File: src/rtl/digit_serial_adder_if.sv
// Operand/result bundle for the digit-serial adder: request side drives operands,
// the adder returns status and results.
interface digit_serial_adder_if #(
  parameter int unsigned WIDTH = 8
);
  logic             start;
  logic [WIDTH-1:0] a;
  logic [WIDTH-1:0] b;
  logic             cin;
  logic             sub;
  logic             busy;
  logic             done;
  logic [WIDTH-1:0] sum;
  logic             cout;
  logic             ovf;

  modport master (
    output start, a, b, cin, sub,
    input  busy, done, sum, cout, ovf
  );

  modport slave (
    input  start, a, b, cin, sub,
    output busy, done, sum, cout, ovf
  );
endinterface

File: src/rtl/digit_serial_adder.sv
// Digit-serial add/subtract: one DIGIT-wide adder slice and a registered carry walk
// WIDTH-bit operands LSB first, WIDTH/DIGIT cycles per operation.
module digit_serial_adder #(
  parameter int unsigned WIDTH = 8,
  parameter int unsigned DIGIT = 1
) (
  input logic                clk,
  input logic                rst,
  digit_serial_adder_if.slave bus
);

  localparam int unsigned N  = WIDTH / DIGIT;
  localparam int unsigned CW = (N > 1) ? $clog2(N) : 1;
  localparam int unsigned SW = DIGIT + 1;

  if (WIDTH < 1 || DIGIT < 1 || (WIDTH % DIGIT) != 0) begin : g_bad_params
    $error("digit_serial_adder: DIGIT must be >= 1 and divide WIDTH exactly");
  end

  typedef enum logic [1:0] {
    S_IDLE = 2'd0,
    S_RUN  = 2'd1,
    S_DONE = 2'd2
  } state_e;

  state_e           state_q;
  logic [WIDTH-1:0] a_q;
  logic [WIDTH-1:0] b_q;
  logic [WIDTH-1:0] sum_q;
  logic [CW-1:0]    cnt_q;
  logic             carry_q;
  logic             sa_q;
  logic             sb_q;
  logic             busy_q;
  logic             done_q;
  logic             cout_q;
  logic             ovf_q;

  logic [SW-1:0]          slice_c;
  logic [WIDTH+DIGIT-1:0] sum_cat_c;
  logic [WIDTH-1:0]       sum_next_c;
  logic                   last_c;

  // Adder slice on the low digit; its sum enters the result register from the top.
  assign slice_c    = SW'(a_q[DIGIT-1:0]) + SW'(b_q[DIGIT-1:0]) + SW'(carry_q);
  assign sum_cat_c  = {slice_c[DIGIT-1:0], sum_q};
  assign sum_next_c = sum_cat_c[WIDTH+DIGIT-1:DIGIT];
  assign last_c     = (cnt_q == CW'(N - 1));

  always_ff @(posedge clk) begin
    if (rst) begin
      state_q <= S_IDLE;
      a_q     <= '0;
      b_q     <= '0;
      sum_q   <= '0;
      cnt_q   <= '0;
      carry_q <= 1'b0;
      sa_q    <= 1'b0;
      sb_q    <= 1'b0;
      busy_q  <= 1'b0;
      done_q  <= 1'b0;
      cout_q  <= 1'b0;
      ovf_q   <= 1'b0;
    end else begin
      done_q <= 1'b0;
      unique case (state_q)
        S_IDLE: begin
          if (bus.start) begin
            // Subtraction is a + ~b + 1, so cin is replaced by the forced 1.
            a_q     <= bus.a;
            b_q     <= bus.sub ? ~bus.b : bus.b;
            carry_q <= bus.sub ? 1'b1 : bus.cin;
            sa_q    <= bus.a[WIDTH-1];
            sb_q    <= bus.sub ? ~bus.b[WIDTH-1] : bus.b[WIDTH-1];
            cnt_q   <= '0;
            busy_q  <= 1'b1;
            state_q <= S_RUN;
          end
        end
        S_RUN: begin
          sum_q   <= sum_next_c;
          a_q     <= a_q >> DIGIT;
          b_q     <= b_q >> DIGIT;
          carry_q <= slice_c[DIGIT];
          cnt_q   <= cnt_q + CW'(1);
          if (last_c) begin
            cout_q  <= slice_c[DIGIT];
            ovf_q   <= (sa_q == sb_q) && (sum_next_c[WIDTH-1] != sa_q);
            busy_q  <= 1'b0;
            done_q  <= 1'b1;
            state_q <= S_DONE;
          end
        end
        S_DONE: begin
          state_q <= S_IDLE;
        end
        default: begin
          busy_q  <= 1'b0;
          state_q <= S_IDLE;
        end
      endcase
    end
  end

  assign bus.busy = busy_q;
  assign bus.done = done_q;
  assign bus.sum  = sum_q;
  assign bus.cout = cout_q;
  assign bus.ovf  = ovf_q;

endmodule

File: src/flat_wrapper.sv
// flat-port wrapper written by rule: the top's interface ports become plain ports
module digit_serial_adder_flat 
#(
  parameter int unsigned WIDTH = 8,
  parameter int unsigned DIGIT = 1
)
  (clk, rst, bus_start, bus_a, bus_b, bus_cin, bus_sub, bus_busy, bus_done, bus_sum, bus_cout, bus_ovf);
  digit_serial_adder_if #(.WIDTH(WIDTH)) bus_i ();
  input logic clk;
  input logic rst;
  input wire logic [$bits(bus_i.start)-1:0] bus_start;
  input wire logic [$bits(bus_i.a)-1:0] bus_a;
  input wire logic [$bits(bus_i.b)-1:0] bus_b;
  input wire logic [$bits(bus_i.cin)-1:0] bus_cin;
  input wire logic [$bits(bus_i.sub)-1:0] bus_sub;
  output wire logic [$bits(bus_i.busy)-1:0] bus_busy;
  output wire logic [$bits(bus_i.done)-1:0] bus_done;
  output wire logic [$bits(bus_i.sum)-1:0] bus_sum;
  output wire logic [$bits(bus_i.cout)-1:0] bus_cout;
  output wire logic [$bits(bus_i.ovf)-1:0] bus_ovf;
  assign bus_i.start = bus_start;
  assign bus_i.a = bus_a;
  assign bus_i.b = bus_b;
  assign bus_i.cin = bus_cin;
  assign bus_i.sub = bus_sub;
  assign bus_busy = bus_i.busy;
  assign bus_done = bus_i.done;
  assign bus_sum = bus_i.sum;
  assign bus_cout = bus_i.cout;
  assign bus_ovf = bus_i.ovf;
  digit_serial_adder #(.WIDTH(WIDTH), .DIGIT(DIGIT)) u_core (.clk(clk), .rst(rst), .bus(bus_i));
endmodule
File: config.mk
export PLATFORM = sky130hd
export DESIGN_NAME = digit_serial_adder_flat
export DESIGN_NICKNAME = d
export VERILOG_FILES = /design/src/rtl/digit_serial_adder_if.sv /design/src/rtl/digit_serial_adder.sv /design/src/flat_wrapper.sv
export SDC_FILE = /design/constraint.sdc
export NUM_CORES = 1
export LEC_CHECK = 0
export CAP_MARGIN = 5
export CORE_MARGIN = 1.5
export CORE_UTILIZATION = 25
export CTS_BUF_LIST = sky130_fd_sc_hd__clkbuf_4 sky130_fd_sc_hd__clkbuf_8
export CTS_CLUSTER_DIAMETER = 60
export DETAILED_ROUTE_END_ITERATION = 7
export SLEW_MARGIN = 40
export SYNTH_ARGS = -nofsm -noshare
export SYNTH_HDL_FRONTEND = slang
export SYNTH_SLANG_ARGS = --single-unit
File: constraint.sdc
create_clock -name clk -period 1.6 [get_ports clk]
set_input_delay 0.16 -clock clk [delete_from_list [all_inputs] [get_ports clk]]
set_output_delay 0.16 -clock clk [all_outputs]
set_load 0.1 [all_outputs]
==> results of run 1 <==
## through the flow
stage	worst slack, ns	utilization, %
finish	0.0944	36.4
global route	0.00941	36.4
CTS	0.0937	36.4
detailed placement	-0.0497	34.7
global placement	0.00674	34.7
floorplan	0.162	-
## routing by layer
layer	part of all wire (%)	global-route usage [%]	vias to the layer above
met5	0	0	-
met4	1.6	4.14	0
met3	5.7	3.82	6
met2	46	17.8	28
met1	47	13.7	581
li1	-	-	638
## kinds of logic after synthesis
family | count (synthesis)
muxes | 8
adders and majority gates | 3
DFF | 36
buffers and inverters | 12
AOI/OAI and AO/OA | 34
xor gates and xnor gates | 8
and+or+nand+nor | 65
## cell type report
type	instances	area (um2)	area share, %
repair buffers	39	493	23.0
clock buffers	7	96.3	4.50
multi-input cells	118	737	34.4
flip-flops and latches	36	721	33.7
well taps	75	93.8	4.38
## Yosys cell counts
library cell and instances:
a21o_2 1, a21oi_1 17, xor2_1 1, or3b_2 1, nor3_1 3, mux2_2 1
o21a_1 1, or4b_1 1, ha_1 2, and3b_1 1, and2b_2 1, a221o_1 1
nand2_1 23, buf_2 4, nand3_1 5, fa_1 1, clkbuf_1 4, clkbuf_2 2
xnor2_1 7, dfxtp_1 36, mux2i_1 7, a211oi_1 7, nand3b_1 1, nor4_1 1
nor3b_1 2, o21ba_2 1, buf_4 2, nand2b_1 4, a221o_2 6, nor2_1 22
## worst paths after layout
check / from / end / slack [ns] / cells past startpoint
min reg2reg: u_core.sb_q / u_core.sb_q / 0.48 / 2
max reg2reg: u_core.carry_q / u_core.bus.ovf / 0.09 / 4
max: u_core.carry_q / u_core.bus.ovf / 0.09 / 4
min: u_core.sb_q / u_core.sb_q / 0.48 / 2
## power by group through the flow
stage,clock (uW),combinational [uW],sequential (uW)
global placement,0,334,1010
finish,692,335,987
detailed placement,0,336,1010
CTS,711,338,987
global route,750,363,995
floorplan,0,180,1040
## worst max-delay path, stage by stage (launching register included)
cell and delay, ns:
dfxtp_1 0.33, fa_1 0.60, and3b_1 0.19, nor3_1 0.18
nor3_1 0.07
## sequential cells by signal, indices dropped and copies added, names as in the netlist, 2 cells and up
signal / cells
u_core.a_q: 8
u_core.bus.sum: 8
u_core.b_q: 8
u_core.cnt_q: 3
u_core.state_q: 2
==> key figures, run 1 <==
Status
  – Status: completed

Yosys
  – Post-synthesis compound-gate area fraction: 15.9%
  – Mapped Nets: 190
  – Synth Area in Adders: 2.97%
  – Flop and latch count out of synthesis: 36
  – Synthesized cell area: 1520 um2
  – Post-Synth XOR/XNOR Area: 4.62%
  – Syn_area_per_cell: 9.14 um2
  – Total number of yosys warnings: 0
  – Synth top area cells: dfxtp_1 47%, nand2_1 5.7%, a21oi_1 5.6%, nor2_1 5.4%, mux2i_1 4.6%
  – Unique masters post-synth: 30
  – Simple-gate area share of the yosys netlist: 19.7%
  – Syn Inst Count: 166
  – Multiplexer share of the synthesized area: 5.36%
  – Dominant combinational cell family by area after synthesis: simple AND/OR/NAND/NOR gates
  – Register area share after synthesis: 47.5%
  – Top cell type's share of synthesized area: 47.5%
  – Top cell type by total area after synthesis: dfxtp_1

STA
  – Final setup TNS: 0 ns
  – Final worst path period share: 94.1%
  – RSZ-0062 raised after global routing: no
  – Final Skew: 0.00630 ns
  – Hold slack: 0.476 ns
  – Setup Viol. Count Final: 0
  – Slew HR: 70.2%
  – Final hold viol count: 0
  – Max Slew Vio Count: 0
  – Fin crit period: 1.51 ns
  – Max Fclk: 664 MHz
  – Worst slew pin tran: 0.445 ns

Cells and area
  – Fillers: 619
  – Most frequent cells in the layout: 36 x dfxtp_1, 23 x nand2_1, 22 x nor2_1, 20 x clkdlybuf4s50_1, 17 x a21oi_1
  – Area grow syn2layout: 41.1%
  – Design area: 2140 um2
  – Finished Layout Cells: 275
  – Most common cell after layout, fill and taps aside: dfxtp_1
  – N_diodes: 0
  – Layout cell share with drive strength beyond 1: 18.5%
  – Net count reported at finish: 224

Setup path
  – Required time of the worst setup path: 1.76 ns
  – Critical path fanouts, max: 3
  – CP endpoint kind: flop
  – WS Path Type: flop to flop
  – CP arrival: 1.67 ns
  – Nature of the critical path startpoint: flop

Drt
  – WL final: 3340 um
  – Vias: 1,253
  – DR WL/cell: 12.1 um
  – Detail Route Antenna Nets: 0
  – First DRT Iteration DRCs: 31
  – Avg Vias per Cell: 4.56
  – DRC Markers: 0
  – TritonRoute pass-1 iters: 4

Placed design
  – DP Area: 2040 um2
  – Cells after DPL: 268
  – PortBufs: 32
  – Detailed placement HPWL: 2340 um
  – RePlAce Congestion: 0.749

Job
  – Max cap viols: 0

Power and ir drop
  – NetSw: 516 uW
  – Total Power: 2010 uW
  – VDD IR max: 0.000334 V
  – P per Cell Area: 941 nW/um2
  – Seq pwr share: 49.0%
  – Clock network fraction of design power: 34.4%
  – Internal Pwr Total: 1500 uW
  – Leak Pwr: 0.000804 uW
  – Logic gate share of total power: 16.6%
  – Switching Share: 25.6%

Die
  – Row count: 28
  – Starting Density: 25.8%
  – Ports: 33
  – Core region area: 5890 um2
  – Die Wd: 80.9 um
  – Die Y: 80.9 um
  – Die area: 6550 um2

Global route
  – First-pass GRT wire length: 5560 um
  – GRT Util Overall: 11.1%
  – Largest net degree at the start of global routing: 25
  – Vias in the first global route: 1,206
  – Initial antenna violation count: 0
  – Grt total ovfl: 0

Clock network
  – Root Buffer: clkbuf_8
  – Htree depth: 2
  – TritonCTS clock tree: yes
  – CTS Hold Bufs: 0
  – Num CTS Buffers: 5
  – Sink Count: 36
  – Clock slew at reported path FFs: 0.07 ns
  – Post-CTS Setup Repair Bufs: 0
  – Clk_lat worst skew: 0.29 ns
  – Post_cts resized: 0
  – Clk buf depth: 2

Worst hold path
  – Tightest Hold Check Type: flop to flop
Note: power is estimated with default switching activity, not from simulation.
==> run 2: changes to the inputs <==
- CORE_MARGIN: 1.5 -> default
- SLEW_MARGIN: 40 -> default
==> key figures, run 2 (synthesis gave the netlist of run 1 again) <==
STA
  – Fin crit period: 1.50 ns
  – Max Fclk: 668 MHz
  – Final hold viol count: 0
  – RSZ-0062 raised after global routing: no
  – Hold slack: 0.474 ns
  – Max Slew Vio Count: 0
  – Slew HR: 69.1%
  – Setup Viol. Count Final: 0
  – Final Skew: 0.00476 ns
  – Final worst path period share: 93.6%
  – Worst slew pin tran: 0.462 ns

Placed design
  – Detailed placement HPWL: 2300 um
  – DP Area: 2040 um2
  – RePlAce Congestion: 0.745
  – PortBufs: 32

Power and ir drop
  – P per Cell Area: 928 nW/um2
  – Leak Pwr: 0.000805 uW
  – Logic gate share of total power: 16.9%
  – Internal Pwr Total: 1460 uW
  – Clock network fraction of design power: 33.4%
  – Seq pwr share: 49.8%
  – NetSw: 526 uW
  – Switching Share: 26.5%
  – VDD IR max: 0.000267 V

Cells and area
  – Net count reported at finish: 224
  – Design area: 2140 um2
  – N_diodes: 0
  – Layout cell share with drive strength beyond 1: 18.9%
  – Most frequent cells in the layout: 36 x dfxtp_1, 23 x nand2_1, 22 x nor2_1, 20 x clkdlybuf4s50_1, 17 x a21oi_1
  – Most common cell after layout, fill and taps aside: dfxtp_1
  – Area grow syn2layout: 40.8%

Setup path
  – Critical path fanouts, max: 3
  – WS Path Type: flop to flop
  – CP arrival: 1.66 ns
  – Required time of the worst setup path: 1.77 ns
  – CP endpoint kind: flop
  – Nature of the critical path startpoint: flop

Clock network
  – TritonCTS clock tree: yes
  – Root Buffer: clkbuf_8
  – Clock slew at reported path FFs: 0.07 ns
  – CTS Hold Bufs: 0
  – Clk_lat worst skew: 0.29 ns
  – Htree depth: 2
  – Post_cts resized: 0
  – Clk buf depth: 2
  – Num CTS Buffers: 5
  – Post-CTS Setup Repair Bufs: 0
  – Sink Count: 36

Drt
  – TritonRoute pass-1 iters: 4
  – Avg Vias per Cell: 4.48
  – DRC Markers: 0
  – Detail Route Antenna Nets: 0
  – WL final: 3260 um
  – Vias: 1,236
  – First DRT Iteration DRCs: 45
  – DR WL/cell: 11.8 um

Die
  – Die Wd: 79.9 um
  – Starting Density: 25.8%
  – Die area: 6390 um2
  – Die Y: 79.9 um
  – Ports: 33
  – Row count: 28
  – Core region area: 5890 um2

Global route
  – First-pass GRT wire length: 5280 um
  – GRT Util Overall: 10.9%
  – Initial antenna violation count: 0
  – Largest net degree at the start of global routing: 25
  – Vias in the first global route: 1,155
  – Grt total ovfl: 0

Worst hold path
  – Tightest Hold Check Type: flop to flop

Status
  – Status: completed

Job
  – Max cap viols: 0
[run 2: area by class of cell]
class,instances,area (um2)
tap,75,93.8
clock buffer,6,82.6
clock inverter,2,10.0
sequential,36,721
fill,602,3750
multi-input combinational,118,737
timing repair buffer,39,493
[run 2: power groups by stage]
stage,combinational (uW),sequential (uW),clock [uW]
after floorplan,180,1040,0
after global placement,333,1010,0
after detailed placement,336,1010,0
after CTS,338,987,682
after global routing,364,993,734
final,335,987,662
[run 2: stage by stage]
step | setup TNS, ns | total power, uW | setup WS, ns | util (%) | instances
after floorplan | 0 | 1220 | 0.162 | - | 166
after global placement | 0 | 1340 | 0.00137 | 34.7 | 268
after detailed placement | -0.0738 | 1340 | -0.0465 | 34.7 | 268
after CTS | 0 | 2010 | 0.0941 | 36.3 | 276
after global routing | 0 | 2090 | 0.0427 | 36.3 | 276
final | 0 | 1980 | 0.102 | 36.3 | 276
[run 2: path summary, 6_finish.rpt]
kind,start,end,slack (ns),depth (start not counted)
setup / recovery,u_core.carry_q,u_core.bus.ovf,0.10,4
hold / removal,u_core.cnt_q[1],u_core.cnt_q[1],0.47,2
setup reg to reg,u_core.carry_q,u_core.bus.ovf,0.10,4
hold reg to reg,u_core.cnt_q[1],u_core.cnt_q[1],0.47,2
[run 2: critical path, stage by stage (launching register included)]
cell	delay, ns
dfxtp_1	0.33
fa_1	0.59
and3b_1	0.19
nor3_1	0.19
nor3_1	0.07
[run 2: routing by layer]
metal	part of all wire (%)	up-vias	GRT usage (%)
met1	49	561	13.7
met3	4.8	5	3.77
met5	0	-	0
li1	-	642	-
met2	45	28	17.1
met4	0.95	0	4.29
==> run 3: changes to the inputs <==
- CELL_PAD_IN_SITES_DETAIL_PLACEMENT: default -> 1
- CELL_PAD_IN_SITES_GLOBAL_PLACEMENT: default -> 2
- PLACE_DENSITY_LB_ADDON: default -> 0.1
- clock period: 1.6 -> 1.3 ns (I/O delays scaled with it)
==> key figures, run 3 (synthesis gave the netlist of run 1 again) <==
Status
  – Status: finished with violations
  – Failing checks: setup timing

STA
  – Final hold viol count: 0
  – Hold slack: 0.476 ns
  – Max Fclk: 715 MHz
  – RSZ-0062 raised after global routing: yes
  – Final worst path period share: 108%
  – Slew HR: 78.8%
  – Final worst slack: -0.0978 ns
  – Final setup TNS: -0.0978 ns
  – Final Skew: 0.00611 ns
  – Worst slew pin tran: 0.318 ns
  – Fin crit period: 1.40 ns
  – Max Slew Vio Count: 0
  – Setup Viol. Count Final: 1

Worst hold path
  – Tightest Hold Check Type: flop to flop
  – Worst hold start: u_core.cnt_q[1]

Cells and area
  – Most common cell after layout, fill and taps aside: dfxtp_1
  – Area grow syn2layout: 50.3%
  – Most frequent cells in the layout: 31 x dfxtp_1, 23 x nand2_1, 20 x clkdlybuf4s50_1, 17 x a21oi_1
  – Layout cell share with drive strength beyond 1: 29.9%
  – N_diodes: 0
  – Net count reported at finish: 234
  – Fillers: 693

Die
  – Die Y: 79.9 um
  – Die Wd: 79.9 um
  – Die area: 6390 um2
  – Core region area: 5890 um2
  – Ports: 33
  – Starting Density: 25.8%
  – Row count: 28

Power and ir drop
  – Switching Share: 27.2%
  – Seq pwr share: 48.3%
  – VDD IR max: 0.000487 V
  – P per Cell Area: 1100 nW/um2
  – Total Power: 2520 uW
  – Logic gate share of total power: 18.8%
  – Internal Pwr Total: 1830 uW
  – Leak Pwr: 0.000867 uW
  – Clock network fraction of design power: 32.9%
  – NetSw: 685 uW

Setup path
  – CP endpoint kind: flop
  – Crit Reg-Reg Startpoint: u_core.a_q[0]
  – WS Path Type: flop to flop
  – CP arrival: 1.62 ns
  – FF-to-FF setup slack: -0.1 ns
  – Required time of the worst setup path: 1.52 ns
  – Delay-heaviest family, CP: adder cells
  – Nature of the critical path startpoint: flop
  – Slowest-stage cell, CP: fa_1
  – Worst path bufs/invs: 0
  – CP cell instances: fa_1 -> nor3b_2 -> nor3_2 -> nor3_1
  – CP max stage delay: 0.59 ns
  – Worst Setup SP: u_core.a_q[0]
  – Critical path fanouts, max: 3

Drt
  – DR WL/cell: 13.4 um
  – DRC Markers: 0
  – Detail Route Antenna Nets: 0
  – TritonRoute pass-1 iters: 4
  – WL final: 3840 um
  – Vias: 1,331
  – First DRT Iteration DRCs: 41
  – Avg Vias per Cell: 4.65

Clock network
  – CTS Hold Bufs: 0
  – Sink Count: 36
  – Root Buffer: clkbuf_8
  – Clk buf depth: 2
  – Clk_lat worst skew: 0.29 ns
  – Post-CTS Setup Repair Bufs: 0
  – Clock slew at reported path FFs: 0.08 ns
  – TritonCTS clock tree: yes
  – Htree depth: 2
  – Num CTS Buffers: 5

Global route
  – Largest net degree at the start of global routing: 28
  – First-pass GRT wire length: 6710 um
  – GRT Util Overall: 13.9%
  – Grt total ovfl: 0
  – Vias in the first global route: 1,390
  – Initial antenna violation count: 0

Placed design
  – RePlAce Congestion: 0.702
  – Pre-CTS setup slack: -0.373 ns
  – Detailed placement HPWL: 2830 um
  – PortBufs: 32

Job
  – Max cap viols: 0
run 3: cell count changes in the layout (fill, tap and decap cells not counted), sizes merged:
| cell | delta |
|---|---|
| buf | +10 |
run 3: layout make-up:
cell class	count	area (um2)	share of cell area, %
Timing Repair Buffer	49	581	25.5
Tap cell	75	93.8	4.11
Sequential cell	36	727	31.9
Clock buffer	6	82.6	3.62
Clock inverter	2	10.0	0.439
Multi-Input combinational cell	118	787	34.5
run 3: path summary, 6_finish.rpt:
check        cells after the start               to
max                              4   u_core.bus.ovf
min                              2  u_core.cnt_q[1]
min reg2reg                      2  u_core.cnt_q[1]
max reg2reg                      4   u_core.bus.ovf
run 3: routing by layer:
layer | GRT usage [%] | share of wire [%]
met5 | 0 | 0
met4 | 4.82 | 0.60
met3 | 3.77 | 3.8
met2 | 23.8 | 50
met1 | 16.7 | 46
run 3: timing repair:
action | CTS | global route
pin swaps | 1 | 3
endpoints found under the setup margin | 16 | 15
cloned | 0 | 0
resized for setup | 12 | 8
run 3: per-stage QoR:
stage                     util, %  cells  instance area, um2
final                        38.8    286                2280
after global routing         38.8    286                2280
after CTS                    38.3    286                2250
after detailed placement     36.1    278                2120
after global placement       36.1    278                2120
after floorplan                 -    166                1520
run 3: power groups by stage:
stage	Clock, uW	Combinational (uW)	Sequential [uW]
4_1_cts	868	469	1220
5_1_grt	919	520	1220
6_report	827	474	1210
3_3_place_gp	0	438	1240
3_5_place_dp	0	451	1240
2_1_floorplan	0	221	1280
run 3: worst min-delay path, cell delays in order (launching register included):
cell and delay [ns]:
dfxtp_1 0.31, nand3_1 0.06, a21oi_1 0.05
